File: src/rtl/ped_pkg.sv
// ped_pkg: shared types for the pedestrian crossing controller.
//   ped_state_t : crossing FSM states
//   CD_W        : width of the seconds countdown display
package ped_pkg;

  typedef enum logic [1:0] {
    IDLE     = 2'd0,
    WAIT_RED = 2'd1,
    WALK     = 2'd2,
    CLEAR    = 2'd3
  } ped_state_t;

  localparam int CD_W = 4;

endpackage

File: src/rtl/ped_crossing_btn_debounce.sv
// btn_debounce: 2-FF synchronizer followed by a stable-count filter.
// The debounced level changes only after the synchronized input has
// differed from it for DEBOUNCE_CYC consecutive cycles.
//   clk, rst_n : clock, asynchronous active-low reset
//   btn        : raw asynchronous pushbutton
//   level      : debounced button level
//   rise       : one-cycle pulse on a rising edge of the debounced level
module btn_debounce #(
  parameter int DEBOUNCE_CYC = 100_000
) (
  input  logic clk,
  input  logic rst_n,
  input  logic btn,
  output logic level,
  output logic rise
);

  localparam int CW = $clog2(DEBOUNCE_CYC + 1);

  logic          sync_p0, sync_p1;
  logic          level_p0;
  logic [CW-1:0] cnt;

  always_ff @(posedge clk or negedge rst_n) begin
    if (!rst_n) begin
      sync_p0  <= 1'b0;
      sync_p1  <= 1'b0;
      level    <= 1'b0;
      level_p0 <= 1'b0;
      rise     <= 1'b0;
      cnt      <= '0;
    end else begin
      // synchronizer stage
      sync_p0 <= btn;
      sync_p1 <= sync_p0;
      // filter stage: any return to the current level restarts the count
      if (sync_p1 != level) begin
        if (cnt == CW'(DEBOUNCE_CYC - 1)) begin
          level <= sync_p1;
          cnt   <= '0;
        end else begin
          cnt <= cnt + CW'(1);
        end
      end else begin
        cnt <= '0;
      end
      // edge stage
      level_p0 <= level;
      rise     <= level & ~level_p0;
    end
  end

endmodule

File: src/rtl/ped_crossing_ctrl.sv
// ped_crossing_ctrl: pedestrian crossing controller downstream of the
// vehicle sequencer. Grants WALK only at the start of a fresh vehicle red
// phase, follows it with a flashing clearance phase, and aborts to IDLE
// with a sticky conflict flag if vehicle red is lost while crossing.
// Optional feature macro: PED_AUDIO_EN (audible cue on beep); without it
// beep is tied low.
//   clk, rst_n                   : clock, asynchronous active-low reset
//   veh_red/veh_blue/veh_green   : vehicle lamp states (synchronous)
//   btn                          : raw pedestrian pushbutton
//   walk, dont_walk              : pedestrian lamps (registered)
//   req_pending                  : latched request not yet served
//   countdown                    : seconds until solid DON'T-WALK
//   conflict                     : sticky safety fault
//   beep                         : audible cue
module ped_crossing_ctrl
  import ped_pkg::*;
#(
  parameter int CLK_HZ       = 10_000_000,
  parameter int WALK_S       = 7,
  parameter int CLEAR_S      = 3,
  parameter int DEBOUNCE_CYC = 100_000
) (
  input  logic            clk,
  input  logic            rst_n,
  input  logic            veh_red,
  input  logic            veh_blue,
  input  logic            veh_green,
  input  logic            btn,
  output logic            walk,
  output logic            dont_walk,
  output logic            req_pending,
  output logic [CD_W-1:0] countdown,
  output logic            conflict,
  output logic            beep
);

  localparam int PW   = $clog2(CLK_HZ + 1);
  localparam int HALF = (CLK_HZ / 2 > 0) ? CLK_HZ / 2 : 1;
  localparam logic [PW-1:0] PS_LAST   = PW'(CLK_HZ - 1);
  localparam logic [PW-1:0] HALF_LAST = PW'(HALF - 1);

  ped_state_t      state, state_nx;
  logic [PW-1:0]   presc, presc_nx;
  logic [CD_W-1:0] cd_nx;
  logic            walk_nx, dw_nx, req_nx, conflict_nx;
  logic            qred, qred_p0, red_edge, tick;
  logic            btn_rise;
  // The debounced level itself is not needed; only its rise raises requests.
  logic            btn_level_unused;

  btn_debounce #(
    .DEBOUNCE_CYC(DEBOUNCE_CYC)
  ) u_btn (
    .clk  (clk),
    .rst_n(rst_n),
    .btn  (btn),
    .level(btn_level_unused),
    .rise (btn_rise)
  );

  // Red counts only when it is the sole lamp lit.
  assign qred     = veh_red & ~veh_blue & ~veh_green;
  assign red_edge = qred & ~qred_p0;
  assign tick     = (presc == PS_LAST);

  always_ff @(posedge clk or negedge rst_n) begin
    if (!rst_n) begin
      state       <= IDLE;
      presc       <= '0;
      countdown   <= '0;
      walk        <= 1'b0;
      dont_walk   <= 1'b1;
      req_pending <= 1'b0;
      conflict    <= 1'b0;
      qred_p0     <= 1'b0;
    end else begin
      state       <= state_nx;
      presc       <= presc_nx;
      countdown   <= cd_nx;
      walk        <= walk_nx;
      dont_walk   <= dw_nx;
      req_pending <= req_nx;
      conflict    <= conflict_nx;
      qred_p0     <= qred;
    end
  end

  always_comb begin
    state_nx    = state;
    presc_nx    = presc;
    cd_nx       = countdown;
    walk_nx     = walk;
    dw_nx       = dont_walk;
    conflict_nx = conflict;
    req_nx      = req_pending | btn_rise;
    unique case (state)
      IDLE: begin
        walk_nx = 1'b0;
        dw_nx   = 1'b1;
        cd_nx   = '0;
        // Uses the registered flag, so a request latched on the same edge
        // as a red edge is left for the next red edge.
        if (req_pending) state_nx = WAIT_RED;
      end
      WAIT_RED: begin
        walk_nx = 1'b0;
        dw_nx   = 1'b1;
        cd_nx   = '0;
        if (red_edge) begin
          state_nx = WALK;
          walk_nx  = 1'b1;
          dw_nx    = 1'b0;
          cd_nx    = CD_W'(WALK_S + CLEAR_S);
          presc_nx = '0;
          req_nx   = btn_rise;
        end
      end
      WALK, CLEAR: begin
        if (!qred) begin
          state_nx    = IDLE;
          walk_nx     = 1'b0;
          dw_nx       = 1'b1;
          cd_nx       = '0;
          conflict_nx = 1'b1;
        end else begin
          presc_nx = tick ? '0 : presc + PW'(1);
          if (tick) cd_nx = countdown - CD_W'(1);
          if (state == WALK) begin
            if (tick && countdown == CD_W'(CLEAR_S + 1)) begin
              state_nx = CLEAR;
              walk_nx  = 1'b0;
              dw_nx    = 1'b1;
            end
          end else begin
            if (tick && countdown == CD_W'(1)) begin
              state_nx = IDLE;
              dw_nx    = 1'b1;
            end else if (tick || presc == HALF_LAST) begin
              dw_nx = ~dont_walk;
            end
          end
        end
      end
      default: state_nx = IDLE;
    endcase
  end

`ifdef PED_AUDIO_EN
  localparam int TONE_DIV = (CLK_HZ / 2000 > 0) ? CLK_HZ / 2000 : 1;
  localparam int TW       = $clog2(TONE_DIV + 1);

  logic [TW-1:0] tone_cnt;

  // Registered from next-state values so the cue lines up with the lamps.
  always_ff @(posedge clk or negedge rst_n) begin
    if (!rst_n) begin
      tone_cnt <= '0;
      beep     <= 1'b0;
    end else if (state_nx == WALK) begin
      if (state != WALK) begin
        tone_cnt <= '0;
        beep     <= 1'b0;
      end else if (tone_cnt == TW'(TONE_DIV - 1)) begin
        tone_cnt <= '0;
        beep     <= ~beep;
      end else begin
        tone_cnt <= tone_cnt + TW'(1);
      end
    end else begin
      tone_cnt <= '0;
      beep     <= (state_nx == CLEAR) ? dw_nx : 1'b0;
    end
  end
`else
  assign beep = 1'b0;
`endif

endmodule

File: config.mk
export PLATFORM = sky130hd
export DESIGN_NAME = ped_crossing_ctrl
export DESIGN_NICKNAME = d
export VERILOG_FILES = /design/src/rtl/ped_pkg.sv /design/src/rtl/ped_crossing_btn_debounce.sv /design/src/rtl/ped_crossing_ctrl.sv
export SDC_FILE = /design/constraint.sdc
export NUM_CORES = 1
export LEC_CHECK = 0
export ABC_AREA = 1
export CAP_MARGIN = 20
export CORE_MARGIN = 8
export CORE_UTILIZATION = 30
export DETAILED_ROUTE_END_ITERATION = 16
export DONT_BUFFER_PORTS = 1
export PLACE_DENSITY = 0.42
export SLEW_MARGIN = 20
export SYNTH_ARGS = -nofsm -noshare
export SYNTH_HDL_FRONTEND = slang
export SYNTH_SLANG_ARGS = --single-unit
File: constraint.sdc
create_clock -name clk -period 2.7 [get_ports clk]
set_input_delay 0.135 -clock clk [delete_from_list [all_inputs] [get_ports clk]]
set_output_delay 0.135 -clock clk [all_outputs]
set_load 0.01 [all_outputs]
# Word level (Yosys, flattened, before mapping)
# Cells that the tools add are included.
# classes
addsub,3
eq_ne,18
n_mux,31
bitwise,11
reduce_logical,12
# op_table
operator,count
2-to-1 mux 24 bit,3
one-hot mux 24 bit (2 select lines),1
2-to-1 mux 17 bit,2
"adder 24 x 1 -> 24 bit, second input constant",1
"equality test 24 x 23 -> 1 bit, second input constant",1
"equality test 24 bit, second input constant",1
"adder 17 x 1 -> 17 bit, second input constant",1
"equality test 17 bit, second input constant",1
2-to-1 mux 1 bit,12
2-to-1 mux 2 bit,6
2-to-1 mux 4 bit,3
one-hot mux 4 bit (3 select lines),1
"!= test 3 bit, second input constant",3
"!= test 4 bit, second input constant",2
AND reduction 2 bit,4
"!= test 2 bit, second input constant",3
inverter 1 bit,6
one-hot mux 1 bit (3 select lines),2
one-hot mux 2 bit (3 select lines),1
"!= test 5 bit, second input constant",1
bitwise AND 1 bit,4
"equality test 2 bit, second input constant",2
"equality test 4 x 1 -> 1 bit, second input constant",1
"equality test 4 x 3 -> 1 bit, second input constant",1
11 further kinds,12
# word_totals
ff_bits,57
in_bits,6

# Logic depth before layout (Yosys ltp)
# Gate-level depths: netlist of the first run.
# depth
depth_word,7
mapped_depth,11
depth_no_buf,11

# Modules after synthesis
# From an unflattened synthesis of the first run, not the netlist that was laid out.
# unflattened
cells_unflattened,473
area_unflattened_um2,3510.9
# by_module_without_submodules
module,instances,cells_per_inst,area_per_inst_um2,seq_area_each_um2
ped_crossing_ctrl,1,327,2363.5,877.1
btn_debounce,1,146,1147.4,550.5

# Worst setup path before layout of the first run
# OpenSTA, ideal clock, no wires.
# synth_path
kind,register to register
startpoint,register presc[0]
endpoint,register presc[3]
setup_ps,120
arrival_ps,1429
setup_slack_ps,1151
stages_incl_launch_ff,10
synth_period_minus_slack_ps,1549
path_cell_list,dfrtp_1 > ha_1 > nand3_2 > nor3_4 > nand2_4 > nand2_2 > nand2_4 > clkinv_4 > buf_6 > nor2_1
# synth_between
elab_chain_cells,4
# synth_lines
element,line,rtl
start: declaration,ped_crossing_ctrl.sv:43,"logic [PW-1:0] presc, presc_nx;"
start signal: assignment,ped_crossing_ctrl.sv:78,presc <= presc_nx;
adder 24 x 1 -> 24 bit / equality test 24 bit (equally long branches),"ped_crossing_ctrl.sv:126, ped_crossing_ctrl.sv:64",
2-to-1 mux 24 bit *,ped_crossing_ctrl.sv:126,presc_nx = tick ? '0 : presc + PW'(1);
2-to-1 mux 24 bit *,ped_crossing_ctrl.sv:119,if (!qred) begin
one-hot mux 24 bit (2 select lines) *,ped_crossing_ctrl.sv:96,unique case (state)
# Mark *: on every way between the ends. The rest lies on a longest branch, timed or not. The select of a mux whose other input is x is not followed.
# A chain may end at the register's enable or synchronous reset.

# Worst setup path after layout of the first run
# layout_path
startpoint,register presc[0]
endpoint,register presc[14]
# The elaborated chain is that of the path after synthesis.

==> metrics.cfg, run 1 <==
[status]
outcome=completed

[synthesis]
synthesis.area_mm2=0.00335
ys_warn_count=0
ys_ff_latch=57
synthFlopType=dfrtp_1
synthesis.nets=462
syn_inst=451
synth-edff-count=0
synth.yosys.seq_area_share_pct=42.6
synth.distinct_cells=35
syn_area_per_cell_um2=7.44
async_flop_share_pct=100

[setup_path]
crit_arrival_ns=1.96
end_kind=register
crit_type=reg -> reg
crit_fanout=12
cp.required_ns=2.94
start_kind=register
reg2regPathDepth=8

[placed_design]
hpwl_um=6020
io_buffers=0
placed_area_mm2=0.00348
place_congestion=0.835
post-place-ws_ns=0.964

[timing]
rsz0062_at_grt=false
hold_viol=0
setup_viol=0
hold_ws_ns=0.0354
slew_viol_final=0
fmax_mhz=582
finalClockSkew_ns=0.00592
timing.final.crit_share_pct=63.6
fin_tns_setup_ns=0
setup_ws_ns=0.982
period_minus_slack_ns=1.72

[die]
die_h_um=122
dieArea_mm2=0.0148
die_w_um=122
core_mm2=0.0109
std_cell_rows=38
ioPinCount=15
start_util_pct=30.8

[cells_and_area]
fill_cells=1165
finalNetCount=472
drive_above_1_share_pct=9.44
final_cell_mix=nand2_1, nor2_1, inv_1
mostFrequentLayoutCell=nand2_1
areaGrowthSynthToFinish_pct=10.9
final_area_mm2=0.00372
diodes=0

[pwr]
p_per_area_mw_per_mm2=592
ir_drop_mv=0.327
p_leak_nw=1.63

[cts]
cts_tree=built
clkLatencyLatePin_ns=0.35
root_buffer=clkbuf_8
cts_buffers=9
htreeDepth=3
clk_pin_slew_ns=0.07
ctsLongestPathBuffers=2
clkSinkCount=57

[global_routing]
grt_pass1_wl_um=14500
first_global_vias=2893
grt_overflow=0
antenna_found_initial=0
grtUsageTotal_pct=12.5
grt_max_degree=58

[drt]
ant_nets=0
drt_iter0_markers=217
vias=2850
vias_per_cell=4.70
wl_per_cell_um=13.5
drt_pass1_iterations=4
drc=0
drt-total-wl_um=8210

[flow_run]
maxCapViolations=0

[min_path]
hold_path_class=in -> reg
hold_depth=3

==> registers in the layout (all words and copies together), names as in the netlist <==
register,flops
u_btn.sync_p0,1
qred_p0,1
walk,1
u_btn.level_p0,1
u_btn.cnt,17
u_btn.level,1
u_btn.sync_p1,1
state,2
presc,24
dont_walk,1
countdown,4
req_pending,1
conflict,1
u_btn.rise,1
==> synth_stat cells, types with 4 or more instances <==
cell type	n	share of area, %
nand2_1	93	10
ha_1	5	1.9
nor4_1	4	0.75
o21ai_0	17	2.5
xor2_1	12	3.1
inv_1	57	6.4
a21oi_1	12	1.8
nor2_2	6	1.1
nor3_1	15	2.2
dfrtp_1	56	42
inv_2	6	0.67
nand3_1	43	6.4
nand4_1	15	2.8
nor2_1	75	8.4
==> routing by layer <==
layer / part of all wire (%) / GRT usage (%) / wire length [um] / up-vias
li1: - / - / - / 1467
met1: 49 / 15.6 / 4010 / 1326
met2: 46 / 19.6 / 3800 / 44
met3: 2.9 / 4.03 / 242 / 13
met4: 1.9 / 4.93 / 157 / 0
met5: 0 / 0 / 0 / -
==> timing repair <==
item,4_1_cts,5_1_grt
hold buffers,4,0
hold endpoints to repair,59,0
resized for setup,0,0
buffers inserted,0,0
==> final timing paths <==
| path | startpoint | end | slack, ns |
|---|---|---|---|
| worst min-delay path | veh_blue | qred_p0 | 0.04 |
| worst min register to register | u_btn.sync_p0 | u_btn.sync_p1 | 0.36 |
| worst max register to register | presc[0] | presc[14] | 0.98 |
| min in group asynchronous | rst_n | countdown[2] | 0.36 |
| worst max-delay path | presc[0] | presc[14] | 0.98 |
| max in group asynchronous | rst_n | dont_walk | 2.06 |
==> area by class of cell <==
| type | count | area (um2) | share of cell area [%] |
|---|---|---|---|
| clock buffer | 9 | 124 | 3.33 |
| clock inverter | 7 | 55.1 | 1.48 |
| inverter | 65 | 249 | 6.70 |
| multi-input combinational | 324 | 1630 | 43.8 |
| sequential | 57 | 1430 | 38.4 |
| tap | 140 | 175 | 4.71 |
| timing repair buffer | 4 | 57.6 | 1.55 |
==> worst max-delay path: stages, from the launching register on <==
cell and delay, ns:
dfrtp_1 0.39, ha_1 0.24, nand3_2 0.12, nor3_4 0.30, nand2_4 0.11, nand2_2 0.13, nand2_4 0.11, clkinv_4 0.13
nor2_1 0.06
==> logic make-up (layout without fill, tap and decap cells) <==
group	after synthesis	after routing	synth area share, %
xor+xnor	14	14	3.66
flops	57	57	42.6
compound gates	37	37	5.86
simple gates	267	267	37.1
other cells	1	1	0.112
buf+inv	70	85	8.81
fa+ha+maj	5	5	1.87
==> power breakdown <==
group | leakage (nW) | switching, mW | internal [mW] | total, mW
clock | 0.0862 | 0.397 | 0.339 | 0.736
combinational | 0.773 | 0.252 | 0.126 | 0.378
sequential | 0.770 | 0.129 | 0.957 | 1.09
==> stage by stage <==
stage | cells | utilization, % | total power, mW
after detailed placement | 586 | 32.0 | 1.45
after global placement | 586 | 32.0 | 1.46
after CTS | 606 | 34.2 | 2.24
after global routing | 606 | 34.2 | 2.37
after floorplan | 451 | - | 1.36
final | 606 | 34.2 | 2.20
(Power assumes the default switching activity.)
==> run 2, diff against run 1 <==
- ABC_AREA: 1 -> 0
- PLACE_DENSITY: 0.42 -> 0.43
- clock period: 2.7 -> 1.53 ns (I/O delays scaled with it)
==> run 2 against run 1 <==
  * The flow now finishes with violations (negative setup slack)
  * Final cell count is 13% lower
  * Critical path depth down 2
  * Via count fell by 13%
  * Register-to-register slack got worse by 1.7 ns
  * Combinational power down 76%
  * Count of clock-buffer cells in the layout unchanged
  * Highest routed layer unchanged
  * Worst hold slack improved by 0.076 ns
  * Sequential cell count is the same
  * Global-route usage shrank 0.27 points
  * First-iteration DRC count fell by 58%
  * Clock power up 110%
==> metrics.cfg, run 2 <==
[drt]
ant_nets=0  ; unchanged
drt_pass1_iterations=4  ; unchanged
drc=0  ; unchanged
vias_per_cell=4.73  ; +0.52%
wl_per_cell_um=14.2  ; +5.0%
drt-total-wl_um=7470  ; -9.0%
vias=2482  ; -13%
drt_iter0_markers=92  ; -58%

[min_path]
hp-start=veh_green
hold_path_class=in -> reg
hold_depth=3  ; unchanged
hold_end=countdown[1]

[setup_path]
critPathBufInv=1  ; unchanged
crit_arrival_ns=2.46  ; +0.50 ns
crit_fanout=20  ; +8
crit_type=reg -> reg
start_kind=register
crit_path_cell_trace=or4b_1 -> or4_4 -> or2_4 -> a21oi_4 -> buf_12 -> nor2_1
cp_top_family=simple AND/OR/NAND/NOR gates
r2r_end=presc[20]
crit_cells=6  ; -2
regToRegSetupSlack_ns=-0.71  ; -1.69 ns
crit_slowest_cell=or4_4
r2r_start=presc[17]
slowest_delay_ns=0.54  ; +0.15 ns
reg2regPathDepth=6  ; -2
end_kind=register
cp.required_ns=1.75  ; -1.19 ns

[synthesis]
ys_top_cells_by_count=dfrtp_1, nor2_1, xnor2_1
synth-edff-count=0  ; unchanged
syn_area_per_cell_um2=9.76  ; +31%
ys_warn_count=0  ; unchanged
ys_top_cells_by_area=dfrtp_1, xnor2_1, nor2_1, xor2_1, nand3_1
synth_most_common_cell=dfrtp_1
synth_top_area_share_pct=47.4  ; +5.6 points
async_flop_share_pct=100  ; unchanged
synth_top_area_cell=dfrtp_1
syn_inst=303  ; -33%
ys_ff_latch=57  ; unchanged
synthFlopType=dfrtp_1
synthesis.area_mm2=0.00296  ; -12%
synth.distinct_cells=57  ; +63%
synth.yosys.seq_area_share_pct=48.3  ; +5.7 points
synthesis.nets=314  ; -32%

[cells_and_area]
finalNetCount=398  ; -16%
regMostFlops=presc
areaGrowthSynthToFinish_pct=39.0
final_area_mm2=0.00411  ; +11%
final_util_pct=42.5  ; +8.3 points
largest_register_ffs=24  ; unchanged
mostFrequentLayoutCell=buf_4
drive_above_1_share_pct=31.4  ; +22 points
reg_top3=presc (24), u_btn.cnt (17), countdown (4)
diodes=0  ; unchanged
final_cell_mix=buf_4, dfrtp_1, nor2_1

[status]
violations=negative setup slack
outcome=finished with violations

[cts]
clkLatencyLatePin_ns=0.34  ; about the same
clkSinkCount=57  ; unchanged
htreeDepth=3  ; unchanged
root_buffer=clkbuf_8
cts_buffers=9  ; unchanged
cts_tree=built
clk_pin_slew_ns=0.07  ; about the same
ctsLongestPathBuffers=2  ; unchanged

[timing]
fmax_mhz=446  ; -23%
period_minus_slack_ns=2.24  ; +0.521 ns
setup_ws_ns=-0.710  ; -1.69 ns
hold_ws_ns=0.112  ; +0.0765 ns
finalClockSkew_ns=0.00833  ; +0.00241 ns
rsz0062_at_grt=true
setup_viol=32  ; +32
timing.final.crit_share_pct=146  ; +83 points
hold_viol=0  ; unchanged
slew_viol_final=0  ; unchanged

[global_routing]
grt_pass1_wl_um=12600  ; -13%
grt_max_degree=58  ; unchanged
grtUsageTotal_pct=12.2  ; -0.27 points
antenna_found_initial=0  ; unchanged
first_global_vias=2533  ; -12%
grt_overflow=0  ; unchanged

[pwr]
p_leak_nw=1.72  ; +5.6%
power.total_mw=3.18  ; +45%
p_per_area_mw_per_mm2=774  ; +31%
ir_drop_mv=0.534  ; +63%

[flow_run]
maxCapViolations=0  ; unchanged

[placed_design]
place_congestion=0.856  ; +2.5%
io_buffers=0  ; unchanged
hpwl_um=5290  ; -12%
placed_area_mm2=0.00365  ; +4.8%

[die]
std_cell_rows=36  ; -5.3%
die_w_um=115  ; -5.3%
dieArea_mm2=0.0133  ; -10%
core_mm2=0.00968  ; -11%
start_util_pct=30.5  ; -0.25 points
ioPinCount=15  ; unchanged
die_h_um=115  ; -5.3%

==> run 2: changes by cell type in the layout (fill, tap and decap cells not counted), moves of 6 or more <==
cell / change
buf_4: +68
inv_1: -48
inv_2: -6
nor3_1: -6
nor2_1: -27
nand3_1: -28
o21ai_0: -14
nand2_1: -73
a21oi_1: -11
xnor2_1: +23
nand4_1: -8
buf_6: +7
==> run 2: cells by family after synthesis <==
| kind of cell | Yosys count | share of synthesized area, % |
|---|---|---|
| other cells | 1 | 0.127 |
| fa+ha+maj | 5 | 2.12 |
| compound gates | 29 | 7.02 |
| flops | 57 | 48.3 |
| simple gates | 155 | 27.7 |
| buf+inv | 16 | 2.71 |
| mux | 2 | 0.761 |
| xor+xnor | 38 | 11.3 |
==> run 2: layout make-up <==
cell class	instances	area, um2
multi-input combinational	230	1600
clock inverter	7	95.1
clock buffer	9	124
fill	956	5570
sequential	57	1430
timing repair buffer	80	667
tap	133	166
inverter	9	33.8
==> run 2: how the worst max path moves through the flow <==
stage                   start        end  slack [ns]
finish              presc[17]  presc[20]       -0.71
floorplan           presc[22]  presc[21]       -0.66
global route        presc[17]  presc[18]       -0.75
global placement    presc[22]  presc[20]       -0.66
detailed placement  presc[22]   presc[4]       -0.71
CTS                 presc[22]  presc[12]       -0.69
==> run 2: routing by layer <==
metal	vias up	part of all wire [%]	global-route usage, %
li1	1233	-	-
met1	1199	45	14.8
met2	42	50	20.1
met3	8	3.7	3.83
met4	0	1.5	3.94
met5	-	0	0
==> run 2: where the power goes <==
part | internal [mW] | total (mW) | switching [mW] | leakage, nW
clock | 0.912 | 1.57 | 0.655 | 0.0975
combinational | 0.0353 | 0.0890 | 0.0537 | 0.847
sequential | 1.52 | 1.53 | 0.00840 | 0.776
==> run 2: repair_timing <==
action | 4_1_cts | 5_1_grt
endpoints found under the setup margin | 35 | 48
buffers inserted | 0 | 6
pin swaps | 1 | 17
hold buffers | 4 | 0
endpoints found under the hold margin | 59 | 0
resized for setup | 7 | 29
cloned | 0 | 0
==> run 2: through the flow <==
stage / instances / setup WS, ns / setup TNS, ns
after floorplan: 303 / -0.663 / -18.74
after global placement: 500 / -0.664 / -19.32
after detailed placement: 500 / -0.713 / -20.56
after CTS: 520 / -0.686 / -19.83
after global routing: 525 / -0.746 / -22.06
final: 525 / -0.710 / -20.50
==> run 2: tightest hold or removal path: stages <==
cell	delay, ns
nor3b_2	0.04
o21a_1	0.16
o21a_1	0.13
==> run 3, diff against run 2 <==
- CORE_ASPECT_RATIO: unset -> 1.5
==> run 3 against run 2 <==
  * The run still ends with negative setup slack left
  * Highest routed layer unchanged
  * Non-clock buffer count grew 10
  * Worst hold slack lost 0.039 ns
  * Die area grew 0.49%
  * Core utilization grew 2.6 points
  * Worst setup slack gained 0.028 ns
  * Sequential share of layout area shrank 1.8 points
  * Critical endpoint is now presc[19]
  * Critical path depth is the same
  * Fmax grew 1.3%
  * Combinational power grew 13%
  * Largest power group unchanged
  * Largest cell class unchanged
  * Sequential power is essentially flat
  * Global-route usage grew 0.40 points
==> metrics.cfg, run 3 (synthesis gave the netlist of run 2 again) <==
[flow_run]
maxCapViolations=0  ; unchanged

[die]
die_h_um=138  ; +19%
dieArea_mm2=0.0134  ; +0.49%
ioPinCount=15  ; unchanged
die_w_um=97.1  ; -16%
core_mm2=0.00963  ; -0.52%
start_util_pct=30.7  ; +0.16 points
std_cell_rows=44  ; +22%

[setup_path]
crit_slowest_cell=or4b_4
cp.required_ns=1.75  ; about the same
r2r_end=presc[19]
reg2regPathDepth=6  ; unchanged
slowest_delay_ns=0.53  ; about the same
crit_fanout=20  ; unchanged
crit_arrival_ns=2.43  ; -0.03 ns
crit_cells=6  ; unchanged
critPathBufInv=1  ; unchanged
critPathCapture=presc[19]
r2r_start=presc[22]
start_kind=register
end_kind=register
crit_start=presc[22]
crit_type=reg -> reg
crit_path_cell_trace=or4b_4 -> or4_4 -> or2_4 -> a21oi_4 -> buf_12 -> nor2_1
cp_top_family=simple AND/OR/NAND/NOR gates
regToRegSetupSlack_ns=-0.68  ; +0.03 ns

[placed_design]
io_buffers=0  ; unchanged
hpwl_um=5810  ; +9.8%
placed_area_mm2=0.00371  ; +1.8%
place_congestion=0.757  ; -12%

[cts]
clkSinkCount=57  ; unchanged
cts_tree=built
clk_pin_slew_ns=0.05  ; -0.02 ns
root_buffer=clkbuf_16
ctsLongestPathBuffers=2  ; unchanged
htreeDepth=3  ; unchanged
clkLatencyLatePin_ns=0.33  ; about the same
cts_buffers=9  ; unchanged

[global_routing]
grt_pass1_wl_um=13100  ; +4.0%
grt_overflow=0  ; unchanged
grtUsageTotal_pct=12.6  ; +0.40 points
grt_max_degree=58  ; unchanged
first_global_vias=2694  ; +6.4%
antenna_found_initial=0  ; unchanged

[cells_and_area]
mostFrequentLayoutCell=buf_4
areaGrowthSynthToFinish_pct=46.6
diodes=0  ; unchanged
regMostFlops=presc
largest_register_ffs=24  ; unchanged
final_area_mm2=0.00434  ; +5.5%
final_util_pct=45.0  ; +2.6 points
finalNetCount=408  ; +2.5%
fill_cells=902  ; -5.6%
seq_area_mm2=0.00143  ; unchanged
reg_top3=presc (24), u_btn.cnt (17), countdown (4)
drive_above_1_share_pct=35.3  ; +3.9 points
final_cell_mix=buf_4, dfrtp_1, nor2_1
multi_input_area_mm2=0.00163  ; +1.7%

[drt]
vias_per_cell=4.87  ; +3.1%
drt_iter0_markers=59  ; -36%
drt_pass1_iterations=4  ; unchanged
vias=2520  ; +1.5%
drc=0  ; unchanged
wl_per_cell_um=15.7  ; +10%
drt-total-wl_um=8090  ; +8.4%
ant_nets=0  ; unchanged

[pwr]
p_leak_nw=1.84  ; +6.9%
ir_drop_mv=0.586  ; +9.8%
p_per_area_mw_per_mm2=920  ; +19%

[timing]
setup_ws_ns=-0.682  ; +0.0282 ns
finalClockSkew_ns=0.00385  ; -0.00447 ns
tightest_slew_ns=0.522
fmax_mhz=452  ; +1.3%
rsz0062_at_grt=true
setup_viol=32  ; unchanged
period_minus_slack_ns=2.21  ; -0.0282 ns
hold_viol=0  ; unchanged
max_slew_margin_pct=65.0
timing.final.crit_share_pct=145  ; -1.8 points
slew_viol_final=0  ; unchanged

[status]
outcome=finished with violations
violations=negative setup slack

[min_path]
hold_path_class=in -> reg

[run 3: changes by cell type in the layout (fill, tap and decap cells not counted), sizes merged]
| cell | change |
|---|---|
| buf | +9 |
| clkinvlp | -3 |
| bufinv | +1 |
| clkbuf | +3 |
[run 3: through the flow]
step | instances | power (mW) | hold WS [ns] | TNS [ns] | setup slack, ns
after floorplan | 303 | 1.58 | -0.219 | -18.74 | -0.663
after global placement | 492 | 1.60 | -0.216 | -19.25 | -0.667
after detailed placement | 492 | 1.60 | -0.216 | -20.69 | -0.699
after CTS | 513 | 4.03 | 0.0619 | -20.64 | -0.694
after global routing | 517 | 4.11 | 0.0978 | -22.82 | -0.759
final | 517 | 3.99 | 0.0730 | -20.16 | -0.682
[run 3: how the worst min path moves through the flow]
stage | from | endpoint | slack [ns] | cells after the start
6_report | veh_green | conflict | 0.07 | 3
5_1_grt | veh_green | conflict | 0.1 | 3
4_1_cts | veh_green | conflict | 0.06 | 3
3_5_place_dp | rst_n | presc[12] | -0.22 | 0
3_3_place_gp | rst_n | presc[12] | -0.22 | 0
2_1_floorplan | rst_n | conflict | -0.22 | 0
[run 3: final cells by class]
class	instances	area share (%)
Tap cell	115	3.32
Multi-Input combinational cell	230	37.5
Clock buffer	11	5.60
Timing Repair Buffer	90	17.5
Sequential cell	57	32.9
Inverter	9	0.779
Clock inverter	5	2.37
[run 3: tightest hold or removal path, delay by kind of cell]
kind,cells,cell delay (ns)
and+or+nand+nor,1,0.02
buffers and inverters,1,0.16
AOI/OAI and AO/OA,1,0.12
[run 3: power by group]
| group | switching (mW) | internal [mW] |
|---|---|---|
| Sequential | 0.00906 | 1.52 |
| Clock | 0.728 | 1.63 |
| Combinational | 0.0580 | 0.0430 |
| Total | 0.795 | 3.19 |
[run 3: layer usage]
| metal | vias up | GRT usage [%] | share of wire, % |
|---|---|---|---|
| li1 | 1255 | - | - |
| met1 | 1217 | 12.7 | 40 |
| met2 | 28 | 22.9 | 54 |
| met3 | 20 | 2.81 | 2.6 |
| met4 | 0 | 8.50 | 3.7 |
| met5 | - | 0 | 0 |
[run 3: what timing repair did]
item / CTS / global route
cloned: 0 / 1
resized for setup: 17 / 26
endpoints found under the hold margin: 59 / 0
buffers inserted: 1 / 6
setup endpoints to repair: 34 / 49
pin swaps: 8 / 19
hold buffers: 4 / 0
